===== src/rtl/regfile_pkg.sv =====
// Shared types and constants for the register-file write-port arbiter.
package regfile_pkg;

    typedef enum logic [0:0] {
        ARB,
        FORCE
    } arb_state_t;

    localparam int unsigned NUM_REGS = 6;

    localparam logic BANK_GEN = 1'b0;
    localparam logic BANK_LBL = 1'b1;

    typedef struct packed {
        logic [2:0] rd;
        logic [7:0] data;
        logic       label;
    } wr_req_t;

endpackage


===== src/rtl/starve_counter.sv =====
// Saturating starvation counter; full_o flags that the count will sit at Limit after this edge.
module starve_counter #(
    parameter int unsigned Limit = 4
) (
    input  logic clk,
    input  logic reset,
    input  logic inc_i,
    input  logic clr_i,
    output logic full_o
);

    localparam logic [3:0] LimitW = 4'(Limit);

    logic [3:0] count_q, count_d;

    always_comb begin
        count_d = count_q;
        if (clr_i) begin
            count_d = '0;
        end else if (inc_i && (count_q != LimitW)) begin
            count_d = count_q + 4'd1;
        end
    end

    always_ff @(posedge clk) begin
        if (reset) begin
            count_q <= '0;
        end else begin
            count_q <= count_d;
        end
    end

    // Looking at the next value lets the arbiter enter FORCE on the very edge the limit is hit.
    assign full_o = (count_d == LimitW);

endmodule


===== src/rtl/regfile_write_arbiter.sv =====
// Arbitrates the register file's single write port between core writeback (priority)
// and the loader port, with a starvation-forced loader slot that stalls the core.
module regfile_write_arbiter #(
    parameter int unsigned STARVE_LIMIT = 4,
    parameter int unsigned NUM_REGS     = regfile_pkg::NUM_REGS
) (
    input  logic       clk,
    input  logic       reset,
    input  logic       wb_valid,
    input  logic [2:0] wb_rd,
    input  logic [7:0] wb_data,
    input  logic       wb_label,
    output logic       core_stall,
    input  logic       ld_valid,
    output logic       ld_ready,
    input  logic [2:0] ld_rd,
    input  logic [7:0] ld_data,
    input  logic       ld_label,
    output logic [2:0] rd,
    output logic [7:0] write_data,
    output logic       reg_write,
    output logic       label_write,
    output logic       addr_err
);

    import regfile_pkg::*;

    arb_state_t state_q, state_d;
    wr_req_t    wb_req, ld_req, gnt_req;
    logic       wb_gnt, ld_gnt, gnt_valid, in_range;
    logic       cnt_inc, cnt_clr, cnt_full;

    logic [2:0] rd_q;
    logic [7:0] data_q;
    logic       reg_write_q, label_write_q, addr_err_q;

    assign wb_req = '{rd: wb_rd, data: wb_data, label: wb_label};
    assign ld_req = '{rd: ld_rd, data: ld_data, label: ld_label};

    starve_counter #(
        .Limit(STARVE_LIMIT)
    ) u_starve_counter (
        .clk   (clk),
        .reset (reset),
        .inc_i (cnt_inc),
        .clr_i (cnt_clr),
        .full_o(cnt_full)
    );

    always_ff @(posedge clk) begin
        if (reset) begin
            state_q <= ARB;
        end else begin
            state_q <= state_d;
        end
    end

    // FORCE is always a single cycle.
    always_comb begin
        state_d = ARB;
        if (state_q == ARB && cnt_full) begin
            state_d = FORCE;
        end
    end

    always_comb begin
        wb_gnt  = 1'b0;
        ld_gnt  = 1'b0;
        cnt_inc = 1'b0;
        cnt_clr = 1'b0;
        unique case (state_q)
            ARB: begin
                if (wb_valid) begin
                    wb_gnt  = 1'b1;
                    cnt_inc = ld_valid;
                    cnt_clr = !ld_valid;
                end else begin
                    ld_gnt  = ld_valid;
                    cnt_clr = 1'b1;
                end
            end
            FORCE: begin
                ld_gnt  = ld_valid;
                cnt_clr = 1'b1;
            end
        endcase
    end

    assign core_stall = (state_q == FORCE);
    assign ld_ready   = ld_gnt && !reset;
    assign gnt_valid  = wb_gnt || ld_gnt;
    assign gnt_req    = ld_gnt ? ld_req : wb_req;
    assign in_range   = 32'(gnt_req.rd) < NUM_REGS;

    always_ff @(posedge clk) begin
        if (reset) begin
            rd_q          <= '0;
            data_q        <= '0;
            reg_write_q   <= 1'b0;
            label_write_q <= 1'b0;
            addr_err_q    <= 1'b0;
        end else begin
            reg_write_q   <= gnt_valid && in_range && (gnt_req.label == BANK_GEN);
            label_write_q <= gnt_valid && in_range && (gnt_req.label == BANK_LBL);
            if (gnt_valid) begin
                rd_q   <= gnt_req.rd;
                data_q <= gnt_req.data;
            end
            if (gnt_valid && !in_range) begin
                addr_err_q <= 1'b1;
            end
        end
    end

    assign rd          = rd_q;
    assign write_data  = data_q;
    assign reg_write   = reg_write_q;
    assign label_write = label_write_q;
    assign addr_err    = addr_err_q;

endmodule

===== config.mk =====
export PLATFORM = sky130hd
export DESIGN_NAME = regfile_write_arbiter
export DESIGN_NICKNAME = d
export VERILOG_FILES = /design/src/rtl/regfile_pkg.sv /design/src/rtl/starve_counter.sv /design/src/rtl/regfile_write_arbiter.sv
export SDC_FILE = /design/constraint.sdc
export NUM_CORES = 1
export LEC_CHECK = 0
export ABC_AREA = 0
export ABC_CLOCK_PERIOD_IN_PS = 1300
export CAP_MARGIN = 10
export CORE_AREA = 5 5 52 65
export DETAILED_ROUTE_END_ITERATION = 10
export DIE_AREA = 0 0 57 70
export PLACE_DENSITY = 0.84
export REMOVE_ABC_BUFFERS = 1
export SLEW_MARGIN = 20
export SYNTH_ARGS = -nofsm -noshare
export SYNTH_HDL_FRONTEND = slang
export SYNTH_SLANG_ARGS = --single-unit

===== constraint.sdc =====
create_clock -name clk -period 1.3 [get_ports clk]
set_input_delay 0.26 -clock clk [delete_from_list [all_inputs] [get_ports clk]]
set_output_delay 0.26 -clock clk [all_outputs]
set_load 0.005 [all_outputs]

# Word-level counts from Yosys, hierarchy flattened
# Cells that the tools add are included.
# op_classes
n_addsub	1
n_mul	0
div	0
order_cmp	1
eq_ne	2
n_shift	0
mux	12
n_bitwise	2
reduce_logical	11
# ops
operator	n
2-to-1 mux 12 bit	1
2-to-1 mux 4 bit	2
logical AND 1 bit	7
2-to-1 mux 1 bit	7
adder 4 x 1 -> 4 bit (second input constant)	1
equality test 4 x 3 -> 1 bit (second input constant)	1
!= test 4 x 3 -> 1 bit (second input constant)	1
one-hot mux 1 bit (2 select lines)	2
logical NOT 1 bit	3
< comparator 3 bit (second input constant)	1
inverter 1 bit	2
logical OR 1 bit	1
# totals
register_bits	19
latch_bits	0
ram_bits	0
rom_bits	0
in_bits	28
n_memories	0

# Longest topological paths before layout
# logic_depth
ltp_word	8
mapped_depth	6
mapped_depth_nobuf	6

# Hierarchy
# A second synthesis with hierarchy kept.
# hier_totals
cells_unflattened	101
area_unflattened_um2	964.7
# modules_own_cells
module	instances	cells_each	area_each_um2	seq_area_each_um2
regfile_write_arbiter	1	71	705.7	300.3
starve_counter	1	30	259.0	80.1

# Worst setup path after synthesis
# Ideal clock, no wire load.
# synth_timing
path_kind	flip-flop to flip-flop
start	register u_starve_counter.count_q[0]
end	register state_q (netlist: core_stall)
setup_ps	58
arrival_ps	1360
required_ps	1242
path_slack_ps	-118
stages_incl_launch_ff	7
period_less_slack_ps	1418
path_cell_list	dfxtp_1 -> inv_1 -> ha_1 -> a21o_1 -> a221oi_1 -> o311a_1 -> o21a_1
# synth_via
elab_chain_cells	7
word_cells_on_any_way	8
# synth_lines
element	line	text
from (decl)	starve_counter.sv:14	logic [3:0] count_q, count_d;
from (signal assigned)	starve_counter.sv:29	count_q <= count_d;
branches (longest 2 deep; another with adder 4 x 1 -> 4 bit)	n/a	
2-to-1 mux 4 bit (*)	starve_counter.sv:20	end else if (inc_i && (count_q != LimitW)) begin
2-to-1 mux 4 bit (*)	starve_counter.sv:18	if (clr_i) begin
equality test 4 x 3 -> 1 bit (*)	starve_counter.sv:34	assign full_o = (count_d == LimitW);
logical AND 1 bit (*)	regfile_write_arbiter.sv:61	if (state_q == ARB && cnt_full) begin
2-to-1 mux 1 bit (*)	regfile_write_arbiter.sv:61	
to (signal assigned)	regfile_write_arbiter.sv:54	state_q <= state_d;
to (decl)	regfile_write_arbiter.sv:28	arb_state_t state_q, state_d;
# Mark *: on every way between the ends.
# A chain may end at the register's enable or synchronous reset.

==> impl_metrics.ini <==
[cells_and_area]
multi_input_area_um2 = 541
fillers = 242
area_delta_synth_final_pct = 69.9
regArea_um2 = 393
finish.instance_area_mm2 = 0.00158
antennaDiodeCount = 0
drive_above_1_share = 0.292
layout.nets = 192
instances_no_fill = 195

[worst_setup_path]
worstPathRequired_ns = 1.54
worst_setup_path_start_kind = primary input
path_cells = clkdlybuf4s50_1 > buf_4 > or3_4 > nor3_4 > o21a_1
crit_family = buffers and inverters
cpPeakStageDelay_ns = 0.45
critical_path_buf_inv_count = 2
end_kind = flip-flop
crit_type = primary input to flip-flop
crit_fanout = 3
crit_arrival_ns = 1.60
critPathSlowestCell = clkdlybuf4s50_1

[job]
max-cap-violations = 0

[power]
p_leak_nw = 0.689
internal_power_mw = 0.919
swShare = 0.247
power_frac_clock = 0.241
p_per_area_mw_per_mm2 = 773
p_comb_frac = 0.240
p_seq_frac = 0.519
switching_power_mw = 0.302
peakVddDrop_v = 0.000569

[clock_network]
numCtsBuffers = 3
h-tree-depth = 1
cts_root_buffer = clkbuf_4
clock_latency_ns = 0.29
cts_tree = built
ctsLongestPathBuffers = 2
path_clk_slew_ns = 0.10
clock-sinks = 19

[grt]
grt_pass1_wl_mm = 4.38
grt_pass1_vias = 1082
grt.total_usage = 0.133
grt_max_degree = 19
grt_antenna_before_repair = 0
overflow = 0

[timing]
hold_viol = 0
fmax_mhz = 733
period_minus_slack_ns = 1.36
period_share = 1.05
worstMarginPinSlew_ns = 0.270
slew_viol_final = 0
tns_ns = -0.0888
skew_ns = 0.00219
grt_setup_unrepaired = yes
worst_hold_slack_ns = 0.529
fin_ws_ns = -0.0635
slew_headroom = 0.820
setup_viol = 3

[synth]
syn_area_um2 = 930
synth.avg_cell_area_um2 = 9.30
netlist_instances = 100
ys_types = 34
ys.warnings.count = 0
synth_seq_cells = 19
synth_seq_area_share = 0.409

[outcome]
status = complete, but fails checks
violations = negative setup slack

[placement]
post-dp-hpwl_mm = 2.06
dpl_cell_area_mm2 = 0.00149
dp_slack_ns = -0.515
port_buffers = 43
place.gp.congestion = 0.896
dp_cells = 187

[floorplanning]
rows = 21
initial_core_util = 0.347
dieHeight_um = 70
io_pins = 44
die_w_um = 57
die_area_mm2 = 0.00399
core_area_mm2 = 0.00268

[detailed_routing]
ant_nets = 0
drt_iter0_drc = 12
wl_per_cell_um = 13.8
viasPerCell = 5.09
dr.pass1.iters = 4
wirelength_mm = 2.69
route.detailed.drc = 0
vias = 993

[min_path]
hold_class = flip-flop to flip-flop
power groups by stage:
stage	logic (mW)	registers, mW	clock network [mW]
2_1_floorplan	0.0837	0.648	0
3_3_place_gp	0.293	0.643	0
3_5_place_dp	0.303	0.645	0
4_1_cts	0.284	0.634	0.306
5_1_grt	0.318	0.639	0.339
6_report	0.293	0.634	0.294
cells by family (layout without fill, tap and decap cells):
group                    count (synthesis)  count (layout)  synth area share
AO/OA/AOI/OAI                           24              24             0.187
adder cells (fa/ha/maj)                  2               2            0.0269
buffers and inverters                   10              71            0.0538
flip-flops                              19              19             0.409
multiplexers                            11              11             0.118
AND/OR/NAND/NOR                         34              34             0.205
worst register-to-register path, delay by kind of cell (launching register included):
| kind | cells | cell delay (ns) |
|---|---|---|
| fa+ha+maj | 1 | 0.13 |
| compound gates | 2 | 0.30 |
| buf+inv | 2 | 0.19 |
| flops | 1 | 0.34 |
| simple gates | 2 | 0.35 |
worst paths after layout:
path | depth (start not counted) | end | slack, ns | startpoint
max reg2reg | 7 | core_stall | -0.05 | u_starve_counter.count_q[1]
min | 2 | addr_err | 0.53 | addr_err
max | 5 | core_stall | -0.06 | reset
min reg2reg | 2 | addr_err | 0.53 | addr_err
layout by cell type (no fill, tap or decap), types with 2 or more instances in the layout:
cell type        count
buf_6                2
dlygate4sd2_1       17
nor2_1              15
nor3_2               2
dfxtp_1              9
inv_2                3
clkdlybuf4s50_1     25
and2_1               2
a211oi_1            11
dfxtp_2             10
a21oi_1              3
or3_1                2
buf_4               18
clkbuf_4             3
mux2i_1             11
nand2_1              3
what timing repair did:
action	in CTS	in global routing
hold buffers	0	0
gates resized for setup	36	9
setup endpoints to repair	22	7
pin swaps	3	7
gates cloned	0	0
buffers inserted	0	4
per-stage QoR:
| stage | utilization | power (mW) |
|---|---|---|
| finish | 0.589 | 1.22 |
| global route | 0.589 | 1.30 |
| CTS | 0.569 | 1.22 |
| detailed placement | 0.555 | 0.947 |
| global placement | 0.555 | 0.936 |
| floorplan | - | 0.731 |
routing by layer:
layer,global-route usage,wire length (um),vias up
met5,0,0,-
met4,0.0464,7,0
met3,0.0295,192,2
met2,0.253,1430,31
met1,0.139,1070,477
li1,-,-,483
final cells by class:
type / instances / area share
Timing Repair Buffer: 63 / 0.356
Multi-Input combinational cell: 71 / 0.342
Sequential cell: 19 / 0.249
Tap cell: 34 / 0.0269
Clock buffer: 4 / 0.0166
Inverter: 4 / 0.00951
state kept, by name (all words and copies together) (netlist names):
name	count
addr_err	1
core_stall	1
label_write	1
rd	3
reg_write	1
u_starve_counter.count_q	4
write_data	8
synthesized netlist by cell type, drive strengths merged:
cell type / count / area (um2)
nand2: 3 / 11.3
a31oi: 1 / 6.26
and2b: 1 / 7.51
a21boi: 1 / 7.51
o41a: 1 / 11.3
nand2b: 1 / 13.8
o211ai: 1 / 7.51
a211oi: 11 / 82.6
inv: 4 / 15.0
buf: 3 / 23.8
a21oi: 4 / 20.0
a21o: 1 / 7.51
dfxtp: 19 / 380
and3b: 1 / 8.76
mux2i: 11 / 110
and2: 2 / 12.5
or3: 3 / 23.8
o21a: 1 / 7.51
ha: 2 / 25.0
a221oi: 1 / 8.76
nand3b: 1 / 7.51
nor3: 3 / 26.3
o21ai: 1 / 5.00
nor2b: 1 / 6.26
clkbuf: 3 / 11.3
o311a: 1 / 10.0
nand4: 1 / 6.26
nor2: 15 / 56.3
nand3: 2 / 10.0
No activity file was read; power rests on OpenSTA's default activity.
